`src/rtl/lfsr8_gen.sv`:
```
// rtl/lfsr8_gen.sv - 8-bit Fibonacci LFSR (x^8+x^6+x^5+x^4+1) with seed load, wrap flag and step counter
// Optional zero-seed lockup guard: LFSR8_GEN_LOCKUP_GUARD_EN
module lfsr8_gen (
  input  logic       clk_i,
  input  logic       rst_i,
  input  logic [7:0] val,
  input  logic       start_i,
  output logic [7:0] result,
  output logic       wrap_o,
  output logic [7:0] step_cnt_o
);

  localparam logic [0:0] ST_IDLE = 1'b0;
  localparam logic [0:0] ST_RUN  = 1'b1;

  logic [0:0] fsm_q,   fsm_d;
  logic [7:0] state_q, state_d;
  logic [7:0] seed_q,  seed_d;
  logic [7:0] cnt_q,   cnt_d;
  logic       wrap_q,  wrap_d;

  logic       fb;
  logic [7:0] step_nxt;
  logic [7:0] load_val;

  assign fb = state_q[7] ^ state_q[5] ^ state_q[4] ^ state_q[3];

`ifdef LFSR8_GEN_LOCKUP_GUARD_EN
  // All-zero is the one state the shifter can never leave, so steer around it.
  assign load_val = (val == 8'h00) ? 8'h01 : val;
  assign step_nxt = (state_q == 8'h00) ? 8'h01 : {state_q[6:0], fb};
`else
  assign load_val = val;
  assign step_nxt = {state_q[6:0], fb};
`endif

  always_comb begin
    fsm_d   = fsm_q;
    state_d = state_q;
    seed_d  = seed_q;
    cnt_d   = cnt_q;
    wrap_d  = 1'b0;
    if (fsm_q == ST_IDLE) begin
      if (start_i) begin
        state_d = load_val;
        seed_d  = load_val;
        cnt_d   = 8'h00;
        fsm_d   = ST_RUN;
      end
    end else begin
      if (start_i) begin
        state_d = step_nxt;
        if (step_nxt == seed_q) begin
          wrap_d = 1'b1;
          cnt_d  = 8'h00;
        end else begin
          cnt_d  = cnt_q + 8'd1;
        end
      end else begin
        // Dropping start abandons the run; the next start reloads from val.
        fsm_d = ST_IDLE;
      end
    end
  end

  always_ff @(posedge clk_i) begin
    if (!rst_i) begin
      fsm_q   <= ST_IDLE;
      state_q <= 8'h00;
      seed_q  <= 8'h00;
      cnt_q   <= 8'h00;
      wrap_q  <= 1'b0;
    end else begin
      fsm_q   <= fsm_d;
      state_q <= state_d;
      seed_q  <= seed_d;
      cnt_q   <= cnt_d;
      wrap_q  <= wrap_d;
    end
  end

  assign result     = state_q;
  assign wrap_o     = wrap_q;
  assign step_cnt_o = cnt_q;

endmodule

```
`config.mk`:
```
export PLATFORM = sky130hd
export DESIGN_NAME = lfsr8_gen
export DESIGN_NICKNAME = d
export VERILOG_FILES = /design/src/rtl/lfsr8_gen.sv
export SDC_FILE = /design/constraint.sdc
export NUM_CORES = 1
export LEC_CHECK = 0
export ABC_AREA = 1
export CAP_MARGIN = 25
export CORE_MARGIN = 3
export CORE_UTILIZATION = 55
export CTS_CLUSTER_SIZE = 25
export DETAILED_ROUTE_END_ITERATION = 10
export DONT_BUFFER_PORTS = 1
export PLACE_DENSITY = 0.78
export RECOVER_POWER = 100
export SLEW_MARGIN = 20
export SYNTH_ARGS = -nofsm -noshare
export SYNTH_HDL_FRONTEND = slang
export SYNTH_SLANG_ARGS = --single-unit
```
`constraint.sdc`:
```
create_clock -name clk_i -period 1.1 [get_ports clk_i]
set_input_delay 0.22 -clock clk_i [delete_from_list [all_inputs] [get_ports clk_i]]
set_output_delay 0.22 -clock clk_i [all_outputs]
set_load 0.05 [all_outputs]
```
==> tab_implementation.tex, run 1 <==
\begin{tabular}{lr}
\hline
Metric & Value \\
\hline
\multicolumn{2}{l}{\textbf{Outcome}} \\
\quad Status & stopped before the end \\
\quad Last step reached & 5\_1\_grt \\
\quad Tool error & [ERROR DPL-0038] Utilization greater than 100\%, impossible to legalize \\
\multicolumn{2}{l}{\textbf{Placement}} \\
\quad Hpwl dp & 2544 um \\
\quad Port bufs & 0 \\
\quad Dpl ws & -0.1875 ns \\
\quad Placer Congestion & 0.8057 \\
\multicolumn{2}{l}{\textbf{Logic synthesis}} \\
\quad Yosys Warn Count & 0 \\
\quad Synthesized Nets & a little over 200 \\
\quad Share of synthesized area occupied by flip-flops and latches & 0.4000 \\
\quad Number of synthesized register bits & 26 \\
\quad Adder and majority gate portion of the synthesized area & 0.009615 \\
\quad Cell count after synthesis & 191 \\
\quad Post-synthesis instance area & around 1300 um2 \\
\quad Basic-gate share of the synthesized area counting and, or, nand and nor cells & 0.3115 \\
\quad Dominant combinational cell family by area after synthesis & simple AND/OR/NAND/NOR gates \\
\quad Cell variety after synth & 22 \\
\quad Synth Area in XOR/XNOR & 0.04712 \\
\quad Multiplexer fraction of the synthesized cell area & 0 \\
\quad Share of the synthesized area in compound gates (AO/OA/AOI/OAI) & 0.1231 \\
\quad Mean Syn Cell Area & 6.813 um2 \\
\multicolumn{2}{l}{\textbf{Clock tree}} \\
\quad Clock Tree Root & clkbuf\_4 \\
\quad Buffer depth of the longest clock path & 2 \\
\quad Number of H-tree levels & 1 \\
\quad Number of buffers created by CTS & 3 \\
\quad Clock sink total & 26 \\
\multicolumn{2}{l}{\textbf{Die}} \\
\quad Floorplan die height & 54.64 um \\
\quad I/O pin total & 28 \\
\quad Horiz. Die Dim & approximately 55 um \\
\quad Effective utilization at floorplan & 0.6190 \\
\quad Number of rows created at floorplan & 16 \\
\multicolumn{2}{l}{\textbf{Timing}} \\
\quad End pin of the worst setup path after global-route repair & step\_cnt\_o[4]\$\_SDFFE\_PN0P\_/D \\
\quad Worst endpoint kind after the last repair & register input \\
\multicolumn{2}{l}{\textbf{GRT}} \\
\quad Largest net degree at the start of global routing & 16 \\
\hline
\end{tabular}
logic make-up after synthesis:
family                     Yosys count
AOI/OAI and AO/OA                   31
buffers and inverters               37
and+or+nand+nor                     89
xor gates and xnor gates             7
DFF                                 26
adders and majority gates            1
per-stage QoR:
stage | area [um2] | instances
2_1_floorplan | 1374 | 191
3_3_place_gp | 1662 | 249
3_5_place_dp | 1662 | 249
4_1_cts | 1854 | 258
timing repair:
action	in CTS
hold buffers	2
buffers inserted	2
pin swaps	3
gates cloned	1
resized for setup	29
hold endpoints to repair	3
setup endpoints to repair	28
cell usage after synthesis:
master / count / area (um2)
a31oi_1: 1 / 6.260
nand2_1: 56 / 210.2
nand3_1: 10 / 50.05
xor2_1: 5 / 43.79
ha_1: 1 / 12.51
dfxtp_1: 26 / 520.5
buf_2: 2 / 10.01
nand2_2: 5 / 31.28
nor2_1: 9 / 33.78
nor3_2: 1 / 10.01
clkbuf_1: 1 / 3.750
nor2_2: 4 / 25.02
clkinv_1: 2 / 7.510
inv_2: 3 / 11.26
inv_1: 29 / 108.9
a21oi_1: 16 / 80.08
xnor2_1: 2 / 17.52
nand3b_1: 1 / 7.510
nand3_2: 2 / 20.02
nand3_4: 1 / 17.52
a31o_1: 1 / 8.760
o21ai_0: 13 / 65.06
==> run 2, diff against run 1 <==
--- a/config.mk
+++ b/config.mk
@@ -7,12 +7,11 @@
 export LEC_CHECK = 0
 export ABC_AREA = 1
 export CAP_MARGIN = 25
-export CORE_MARGIN = 3
-export CORE_UTILIZATION = 55
-export CTS_CLUSTER_SIZE = 25
+export CORE_AREA = 3 3 64 66
 export DETAILED_ROUTE_END_ITERATION = 10
+export DIE_AREA = 0 0 67 69
 export DONT_BUFFER_PORTS = 1
-export PLACE_DENSITY = 0.78
+export PLACE_DENSITY_LB_ADDON = 0.15
 export RECOVER_POWER = 100
 export SLEW_MARGIN = 20
 export SYNTH_ARGS = -nofsm -noshare
==> constraint.sdc (replaced) <==
create_clock -name clk_i -period 1.4 [get_ports clk_i]
set_input_delay 0.28 -clock clk_i [delete_from_list [all_inputs] [get_ports clk_i]]
set_output_delay 0.28 -clock clk_i [all_outputs]
set_load 0.05 [all_outputs]
==> run 2 against run 1 <==
Against the previous run:
- the run now ends clean
- synthesized cell count did not move
- synthesized area did not move
==> tab_implementation.tex, run 2 <==
\begin{tabular}{lr}
\hline
Metric & Value \\
\hline
\multicolumn{2}{l}{\textbf{Clock tree}} \\
\quad Source-to-sink clock delay at the later pin of the worst-skew pair & 0.27 ns \\
\quad Clock tree from TritonCTS & yes \\
\quad Total setup buffers inserted after CTS & 0 (was 2) \\
\quad Clock Tree Root & clkbuf\_8 (was clkbuf\_4) \\
\quad Buffer depth of the longest clock path & 2 (unchanged) \\
\quad Number of H-tree levels & 1 (unchanged) \\
\quad Number of buffers created by CTS & 3 (unchanged) \\
\quad Clock edge transition at the registers on the reported setup and hold paths & 0.09 ns \\
\quad Clock sink total & 26 (unchanged) \\
\multicolumn{2}{l}{\textbf{Detailed routing}} \\
\quad Post-route DRC violation count & 0 \\
\quad First-pass DRT Iterations & 4 \\
\quad DRC marker count from the first detailed-route iteration & 68 \\
\quad Drt total wl & 3139 um \\
\quad Vias/cell & 4.615 \\
\quad Total number of vias & between 1000 and 1500 \\
\quad Average routed wire per standard cell & between 10 and 15 um \\
\quad Residual antenna-violating net count after detailed routing & 0 \\
\multicolumn{2}{l}{\textbf{Setup path}} \\
\quad Required time at the endpoint of the critical path & $\sim$1.1 ns \\
\quad CP max stage cell & dfxtp\_1 \\
\quad Crit path largest cell delay & between 0.3 and 0.4 ns \\
\quad Biggest fanout along the worst timing path & 4 \\
\quad Critical Setup Path Class & reg -> out \\
\quad Endpoint arrival time on the critical path & 1.00 ns \\
\quad Critical Path Source Type & register \\
\quad Register-to-register setup slack & roughly 0.15 ns \\
\quad Cell-by-cell trace of the critical path & buf\_4 -> buf\_2 \\
\quad CP Capture Type & output port \\
\multicolumn{2}{l}{\textbf{Logic synthesis}} \\
\quad Post-synthesis instance area & 1301 um2 (unchanged) \\
\quad Share of the synthesized area in the top cell type & 0.4000 (unchanged) \\
\quad Cell variety after synth & 22 (unchanged) \\
\quad Share of synthesized area occupied by flip-flops and latches & 0.4000 (unchanged) \\
\quad Cell count after synthesis & 191 (unchanged) \\
\quad Mean Syn Cell Area & 6.813 um2 (unchanged) \\
\quad Main flop type after synthesis & dfxtp\_1 (unchanged) \\
\quad Synthesized Nets & 203 (unchanged) \\
\quad Number of enable flip-flop cells after synthesis & 0 (unchanged) \\
\quad Top post-synthesis cells by area & dfxtp\_1 (40\%), nand2\_1 (16\%), inv\_1 (8.4\%) (unchanged) \\
\quad Yosys Warn Count & 0 (unchanged) \\
\quad Commonest cells in the synthesized netlist & nand2\_1 (56), inv\_1 (29), dfxtp\_1 (26) (unchanged) \\
\quad Leading area contributor after synthesis & dfxtp\_1 (unchanged) \\
\quad Number of synthesized register bits & 26 (unchanged) \\
\quad Most repeated cell in the gate-level netlist after synthesis & nand2\_1 (unchanged) \\
\quad Async set-reset flop share out of synthesis & 0 (unchanged) \\
\multicolumn{2}{l}{\textbf{GRT}} \\
\quad Global route total overflow & 0 \\
\quad First-pass GRT wire length & about 5300 um \\
\quad Via count of the first global-routing pass & between 1000 and 1500 \\
\quad Overall global routing resource usage & 0.1440 \\
\quad Largest net degree at the start of global routing & 15 \\
\quad Number of antenna violations at the first check in global routing & 0 \\
\multicolumn{2}{l}{\textbf{Placement}} \\
\quad Port bufs & 0 (unchanged) \\
\quad Placer Congestion & 0.8015 (was 0.8057) \\
\quad Hpwl dp & 2261 um (was 2544 um) \\
\multicolumn{2}{l}{\textbf{Power and ir drop}} \\
\quad Proportion of total power due to net switching & 0.2946 \\
\quad Power dissipated by switching net loads & approximately 460 uW \\
\quad Combinational Power Share & 0.173 \\
\quad Internal & 1103 uW \\
\quad P per Cell Area & 1006 nW/um2 \\
\quad Peak supply drop & 0.4026 mV \\
\quad Register share of total power & 0.512 \\
\quad Part of the total power dissipated in the clock network & 0.315 \\
\quad Leakage power & 0.0007303 uW \\
\multicolumn{2}{l}{\textbf{Timing}} \\
\quad Setup repair after global routing missed its margin & no \\
\quad Final-layout setup total negative slack & 0 ns \\
\quad Final number of setup-violating endpoints & 0 \\
\quad Endpoints failing hold & 0 \\
\quad Post-route minimum period & approximately 1.3 ns \\
\quad Final critical-path share of the clock period & 0.9127 \\
\quad Actual transition at the worst max-transition pin & between 0.4 and 0.5 ns \\
\quad Final Max Tran Viols & 0 \\
\quad Maximum frequency from static timing analysis & 782.6 MHz \\
\quad Headroom to the max-slew limit & 0.6776 \\
\quad Worst clock skew on the final layout & 0.005791 ns \\
\multicolumn{2}{l}{\textbf{Die}} \\
\quad Horiz. Die Dim & 67 um (was 54.64 um) \\
\quad Area of the core & 3633 um2 \\
\quad Floorplan die height & 69 um (was 54.64 um) \\
\quad Number of rows created at floorplan & 22 (was 16) \\
\quad Die Area & 4623 um2 \\
\quad Effective utilization at floorplan & 0.3581 (was 0.6190) \\
\quad I/O pin total & 28 (unchanged) \\
\multicolumn{2}{l}{\textbf{Layout}} \\
\quad Highest-count cells in the layout ignoring fill and taps & nand2\_1 (56), inv\_1 (29), clkbuf\_2 (16), a21oi\_1 (15) \\
\quad Fin nets & roughly 230 \\
\quad Commonest non-fill, non-tap cell in the layout & nand2\_1 \\
\quad Antenna diode count & 0 \\
\quad Fraction of layout instances using a drive strength above 1 & 0.2617 \\
\quad Area Overhead vs Synth & 19.42\% \\
\quad Layout Utilization & 0.4277 \\
\multicolumn{2}{l}{\textbf{Worst hold path}} \\
\quad Type of the most critical hold path & in -> reg \\
\multicolumn{2}{l}{\textbf{Outcome}} \\
\quad Status & finished, final reports clean (was stopped before the end) \\
\multicolumn{2}{l}{\textbf{Job}} \\
\quad Max cap viols & 0 \\
\hline
\end{tabular}
-- run 2: cell counts after synthesis --
Identical to the previous run, type by type.
-- run 2: path summary, 6_finish.rpt --
kind	startpoint	endpoint	depth (start not counted)
hold reg to reg	fsm_q	wrap_o	2
setup / recovery	step_cnt_o[5]	step_cnt_o[5]	2
setup reg to reg	seed_q[3]	step_cnt_o[0]	9
hold / removal	rst_i	result[2]	2
-- run 2: layout make-up --
| class | instances | area, um2 |
|---|---|---|
| flip-flops and latches | 26 | 536.8 |
| multi-input cells | 129 | 663.1 |
| repair buffers | 21 | 111.4 |
| clock buffers | 4 | 55.05 |
| inverters | 34 | 127.6 |
| fillers | 403 | 2079 |
| well taps | 48 | 60.06 |
-- run 2: critical path: cells and delay by family (launching register included) --
kind	cells	cell delay [ns]
buf+inv	2	0.39
flops	1	0.34
-- run 2: repair_timing --
| item | CTS | global route |
|---|---|---|
| setup endpoints to repair | 0 | 2 |
| hold buffers | 0 | 0 |
| resized for setup | 0 | 5 |
-- run 2: cell families after synthesis --
logic type,after synthesis,synth area share
xor gates and xnor gates,7,0.04712
DFF,26,0.4000
AOI/OAI and AO/OA,31,0.1231
and+or+nand+nor,89,0.3115
adders and majority gates,1,0.009614
buffers and inverters,37,0.1086
-- run 2: stage by stage --
step                hold WS, ns  cells  area, um2  setup WS [ns]  power [uW]
floorplan                0.3957    191       1316       -0.03240        1016
global placement         0.4037    257       1520         0.1893        1082
detailed placement       0.4061    257       1520         0.1586        1086
CTS                      0.1186    261       1575         0.1372        1569
global route             0.1154    262       1554        0.01228        1644
finish                   0.1220    262       1554         0.1222        1563
-- run 2: power by group through the flow --
stage	clock network, uW	registers [uW]	logic [uW]
final	493	800	270
after global routing	539	806	299
after CTS	499	800	270
after detailed placement	0	817	269
after global placement	0	816	266
after floorplan	0	869	148
-- run 2: layer usage --
metal,part of all wire,global-route usage,wire [um]
met3,0.035,0.02769,110
met4,0.0054,0.04054,17
met1,0.50,0.1990,1574
met2,0.46,0.2249,1436
met5,0,0,0
No activity file was read; power rests on OpenSTA's default activity.
==> run 3, diff against run 2 <==
--- a/config.mk
+++ b/config.mk
@@ -6,11 +6,11 @@
 export NUM_CORES = 1
 export LEC_CHECK = 0
 export ABC_AREA = 1
+export BUFFER_PORTS_ARGS = -buffer_cell sky130_fd_sc_hd__buf_2
 export CAP_MARGIN = 25
 export CORE_AREA = 3 3 64 66
 export DETAILED_ROUTE_END_ITERATION = 10
 export DIE_AREA = 0 0 67 69
-export DONT_BUFFER_PORTS = 1
 export PLACE_DENSITY_LB_ADDON = 0.15
 export RECOVER_POWER = 100
 export SLEW_MARGIN = 20
==> run 3 against run 2 <==
Against the previous run:
- power up 9.5%
- first-iteration DRC count rose by 43%
- clock power increased by 28%
- core utilization increased by 1.8 points
- critical endpoint is now step_cnt_o[6]
==> tab_implementation.tex, run 3 (synthesized netlist as in run 2, its figures left out) <==
\begin{tabular}{lr}
\hline
Metric & Value \\
\hline
\multicolumn{2}{l}{\textbf{Outcome}} \\
\quad Status & finished, final reports clean (unchanged) \\
\multicolumn{2}{l}{\textbf{Clock tree}} \\
\quad Clock sink total & 26 (unchanged) \\
\quad Number of buffers created by CTS & 3 (unchanged) \\
\quad Total setup buffers inserted after CTS & 0 (unchanged) \\
\quad Hold buffer count at CTS & 0 (unchanged) \\
\quad Number of H-tree levels & 1 (unchanged) \\
\quad Clock tree from TritonCTS & yes (unchanged) \\
\quad CTS resizes & 0 (unchanged) \\
\quad Source-to-sink clock delay at the later pin of the worst-skew pair & 0.28 ns (was 0.27 ns) \\
\quad Buffer depth of the longest clock path & 2 (unchanged) \\
\quad Clock Tree Root & clkbuf\_8 (unchanged) \\
\quad Clock edge transition at the registers on the reported setup and hold paths & 0.10 ns (was 0.09 ns) \\
\multicolumn{2}{l}{\textbf{Layout}} \\
\quad Commonest non-fill, non-tap cell in the layout & nand2\_1 (unchanged) \\
\quad Area Overhead vs Synth & 24.42\% (was 19.42\%) \\
\quad Antenna diode count & 0 (unchanged) \\
\quad Filler instances & 408 (was 403) \\
\quad FF+latch area & 535.5 um2 (was 536.8 um2) \\
\quad Area of the multi-input gates & 636.9 um2 (was 663.1 um2) \\
\quad Fin nets & 240 (was 227) \\
\quad Fraction of layout instances using a drive strength above 1 & 0.2819 (was 0.2617) \\
\quad Count of placed standard cells in the final layout, fillers left out & 275 (was 262) \\
\quad Highest-count cells in the layout ignoring fill and taps & nand2\_1 (56), inv\_1 (29), clkbuf\_2 (17), a21oi\_1 (16), dfxtp\_1 (14) (was nand2\_1 (56), inv\_1 (29), clkbuf\_2 (16), a21oi\_1 (15)) \\
\multicolumn{2}{l}{\textbf{Timing}} \\
\quad Post-route setup slack & 0.1413 ns (was 0.1222 ns) \\
\quad Setup repair after global routing missed its margin & no (unchanged) \\
\quad Endpoints failing hold & 0 (unchanged) \\
\quad Post-route minimum period & 1.259 ns (was 1.278 ns) \\
\quad Worst clock skew on the final layout & 0.01029 ns (was 0.005791 ns) \\
\quad Actual transition at the worst max-transition pin & 0.3685 ns (was 0.4829 ns) \\
\quad Final critical-path share of the clock period & 0.8991 (was 0.9127) \\
\quad Final number of setup-violating endpoints & 0 (unchanged) \\
\quad Headroom to the max-slew limit & 0.7543 (was 0.6776) \\
\quad Final-layout setup total negative slack & 0 ns (unchanged) \\
\quad Final Max Tran Viols & 0 (unchanged) \\
\quad Maximum frequency from static timing analysis & 794.4 MHz (was 782.6 MHz) \\
\multicolumn{2}{l}{\textbf{Power and ir drop}} \\
\quad Proportion of total power due to net switching & 0.2732 (was 0.2946) \\
\quad Combinational Power Share & 0.164 (was 0.173) \\
\quad P per Cell Area & 1057 nW/um2 (was 1006 nW/um2) \\
\quad Part of the total power dissipated in the clock network & 0.368 (was 0.315) \\
\quad Power dissipated by switching net loads & 467.5 uW (was 460.5 uW) \\
\quad Peak supply drop & 0.5862 mV (was 0.4026 mV) \\
\quad Register share of total power & 0.468 (was 0.512) \\
\quad Internal & 1244 uW (was 1103 uW) \\
\quad Overall power & 1711 uW (was 1563 uW) \\
\quad Leakage power & 0.0007917 uW (was 0.0007303 uW) \\
\multicolumn{2}{l}{\textbf{Setup path}} \\
\quad Endpoint of the lowest-slack register-to-register path & step\_cnt\_o[6] (was step\_cnt\_o[0]) \\
\quad Beginning of the worst register-to-register path & step\_cnt\_o[0] (was seed\_q[3]) \\
\quad Crit path largest cell delay & 0.40 ns (was 0.34 ns) \\
\quad Total stage count of the critical path & 1 (was 2) \\
\quad CP max stage cell & dfxtp\_1 (unchanged) \\
\quad Required time at the endpoint of the critical path & 1.12 ns (about the same) \\
\quad Depth of the most critical reg-to-reg path & 6 (was 9) \\
\quad Register-to-register setup slack & 0.14 ns (was 0.15 ns) \\
\quad Critical Setup Path Class & reg -> out (unchanged) \\
\quad Endpoint arrival time on the critical path & 0.98 ns (was 1.00 ns) \\
\quad Critical path buffer and inverter count & 1 (was 2) \\
\quad Critical Path Source Type & register (unchanged) \\
\quad CP delay by family, top & flip-flops (was buffers and inverters) \\
\quad CP Capture Type & output port (unchanged) \\
\quad Biggest fanout along the worst timing path & 4 (unchanged) \\
\quad Cell-by-cell trace of the critical path & clkbuf\_2 (was buf\_4 -> buf\_2) \\
\multicolumn{2}{l}{\textbf{GRT}} \\
\quad Largest net degree at the start of global routing & 16 (was 15) \\
\quad Via count of the first global-routing pass & 1058 (was 1169) \\
\quad First-pass GRT wire length & 5188 um (was 5347 um) \\
\quad Global route total overflow & 0 (unchanged) \\
\quad Overall global routing resource usage & 0.1434 (was 0.1440) \\
\quad Number of antenna violations at the first check in global routing & 0 (unchanged) \\
\multicolumn{2}{l}{\textbf{Die}} \\
\quad Area of the core & 3633 um2 (unchanged) \\
\quad Effective utilization at floorplan & 0.3581 (unchanged) \\
\quad Floorplan die height & 69 um (unchanged) \\
\quad Horiz. Die Dim & 67 um (unchanged) \\
\quad Die Area & 4623 um2 (unchanged) \\
\quad Number of rows created at floorplan & 22 (unchanged) \\
\quad I/O pin total & 28 (unchanged) \\
\multicolumn{2}{l}{\textbf{Worst hold path}} \\
\quad Count of cells along the worst hold path & 3 (was 2) \\
\quad Hold Startpoint & val[4] (was rst\_i) \\
\quad Hold endpoint & seed\_q[4] (was result[2]) \\
\quad Type of the most critical hold path & in -> reg (unchanged) \\
\multicolumn{2}{l}{\textbf{Detailed routing}} \\
\quad Drt total wl & 3030 um (was 3139 um) \\
\quad First-pass DRT Iterations & 4 (unchanged) \\
\quad Total number of vias & 1220 (was 1209) \\
\quad Residual antenna-violating net count after detailed routing & 0 (unchanged) \\
\quad Vias/cell & 4.436 (was 4.615) \\
\quad Average routed wire per standard cell & 11.02 um (was 11.98 um) \\
\quad DRC marker count from the first detailed-route iteration & 97 (was 68) \\
\quad Post-route DRC violation count & 0 (unchanged) \\
\multicolumn{2}{l}{\textbf{Placement}} \\
\quad Port bufs & 27 (was 0) \\
\quad Post-placement cell count & 271 (was 257) \\
\quad Dpl ws & 0.1436 ns (was 0.1586 ns) \\
\quad Hpwl dp & 2230 um (was 2261 um) \\
\quad Placer Congestion & 0.7560 (was 0.8015) \\
\multicolumn{2}{l}{\textbf{Job}} \\
\quad Max cap viols & 0 (unchanged) \\
\hline
\end{tabular}
## run 3: cell types whose count changed in the layout (fill, tap and decap cells not counted), sizes merged
cell,before,now
buf,4,16
bufinv,0,1
clkbuf,21,22
nand3,14,13
## run 3: how the worst max path moves through the flow
stage | startpoint | end | slack [ns]
floorplan | step_cnt_o[1] | step_cnt_o[6] | -0.03
global placement | step_cnt_o[0] | step_cnt_o[6] | 0.14
detailed placement | step_cnt_o[0] | step_cnt_o[6] | 0.14
CTS | step_cnt_o[0] | step_cnt_o[6] | 0.14
global route | seed_q[3] | step_cnt_o[1] | 0.03
finish | step_cnt_o[6] | step_cnt_o[6] | 0.14
## run 3: through the flow
stage	hold slack, ns	area [um2]	util
finish	0.2612	1619	0.4456
global route	0.2639	1619	0.4456
CTS	0.2540	1629	0.4483
detailed placement	0.4646	1558	0.4287
global placement	0.4677	1558	0.4287
floorplan	0.3957	1316	-
## run 3: layout make-up
class,count,share of cell area
clock inverters,1,0.01855
flip-flops and latches,26,0.3308
repair buffers,35,0.1159
multi-input cells,128,0.3934
inverters,34,0.07883
well taps,48,0.03709
clock buffers,3,0.02550
## run 3: power groups by stage
stage / Sequential, uW / Clock [uW] / Combinational, uW
3_3_place_gp: 817 / 0 / 287
6_report: 801 / 630 / 280
5_1_grt: 805 / 682 / 312
2_1_floorplan: 869 / 0 / 148
3_5_place_dp: 818 / 0 / 286
4_1_cts: 801 / 656 / 287
## run 3: routing by layer
metal	track usage	share of wire	vias up
li1	-	-	663
met1	0.2213	0.49	526
met2	0.1910	0.44	27
met3	0.03909	0.056	4
met4	0.04054	0.011	0
met5	0	0	-
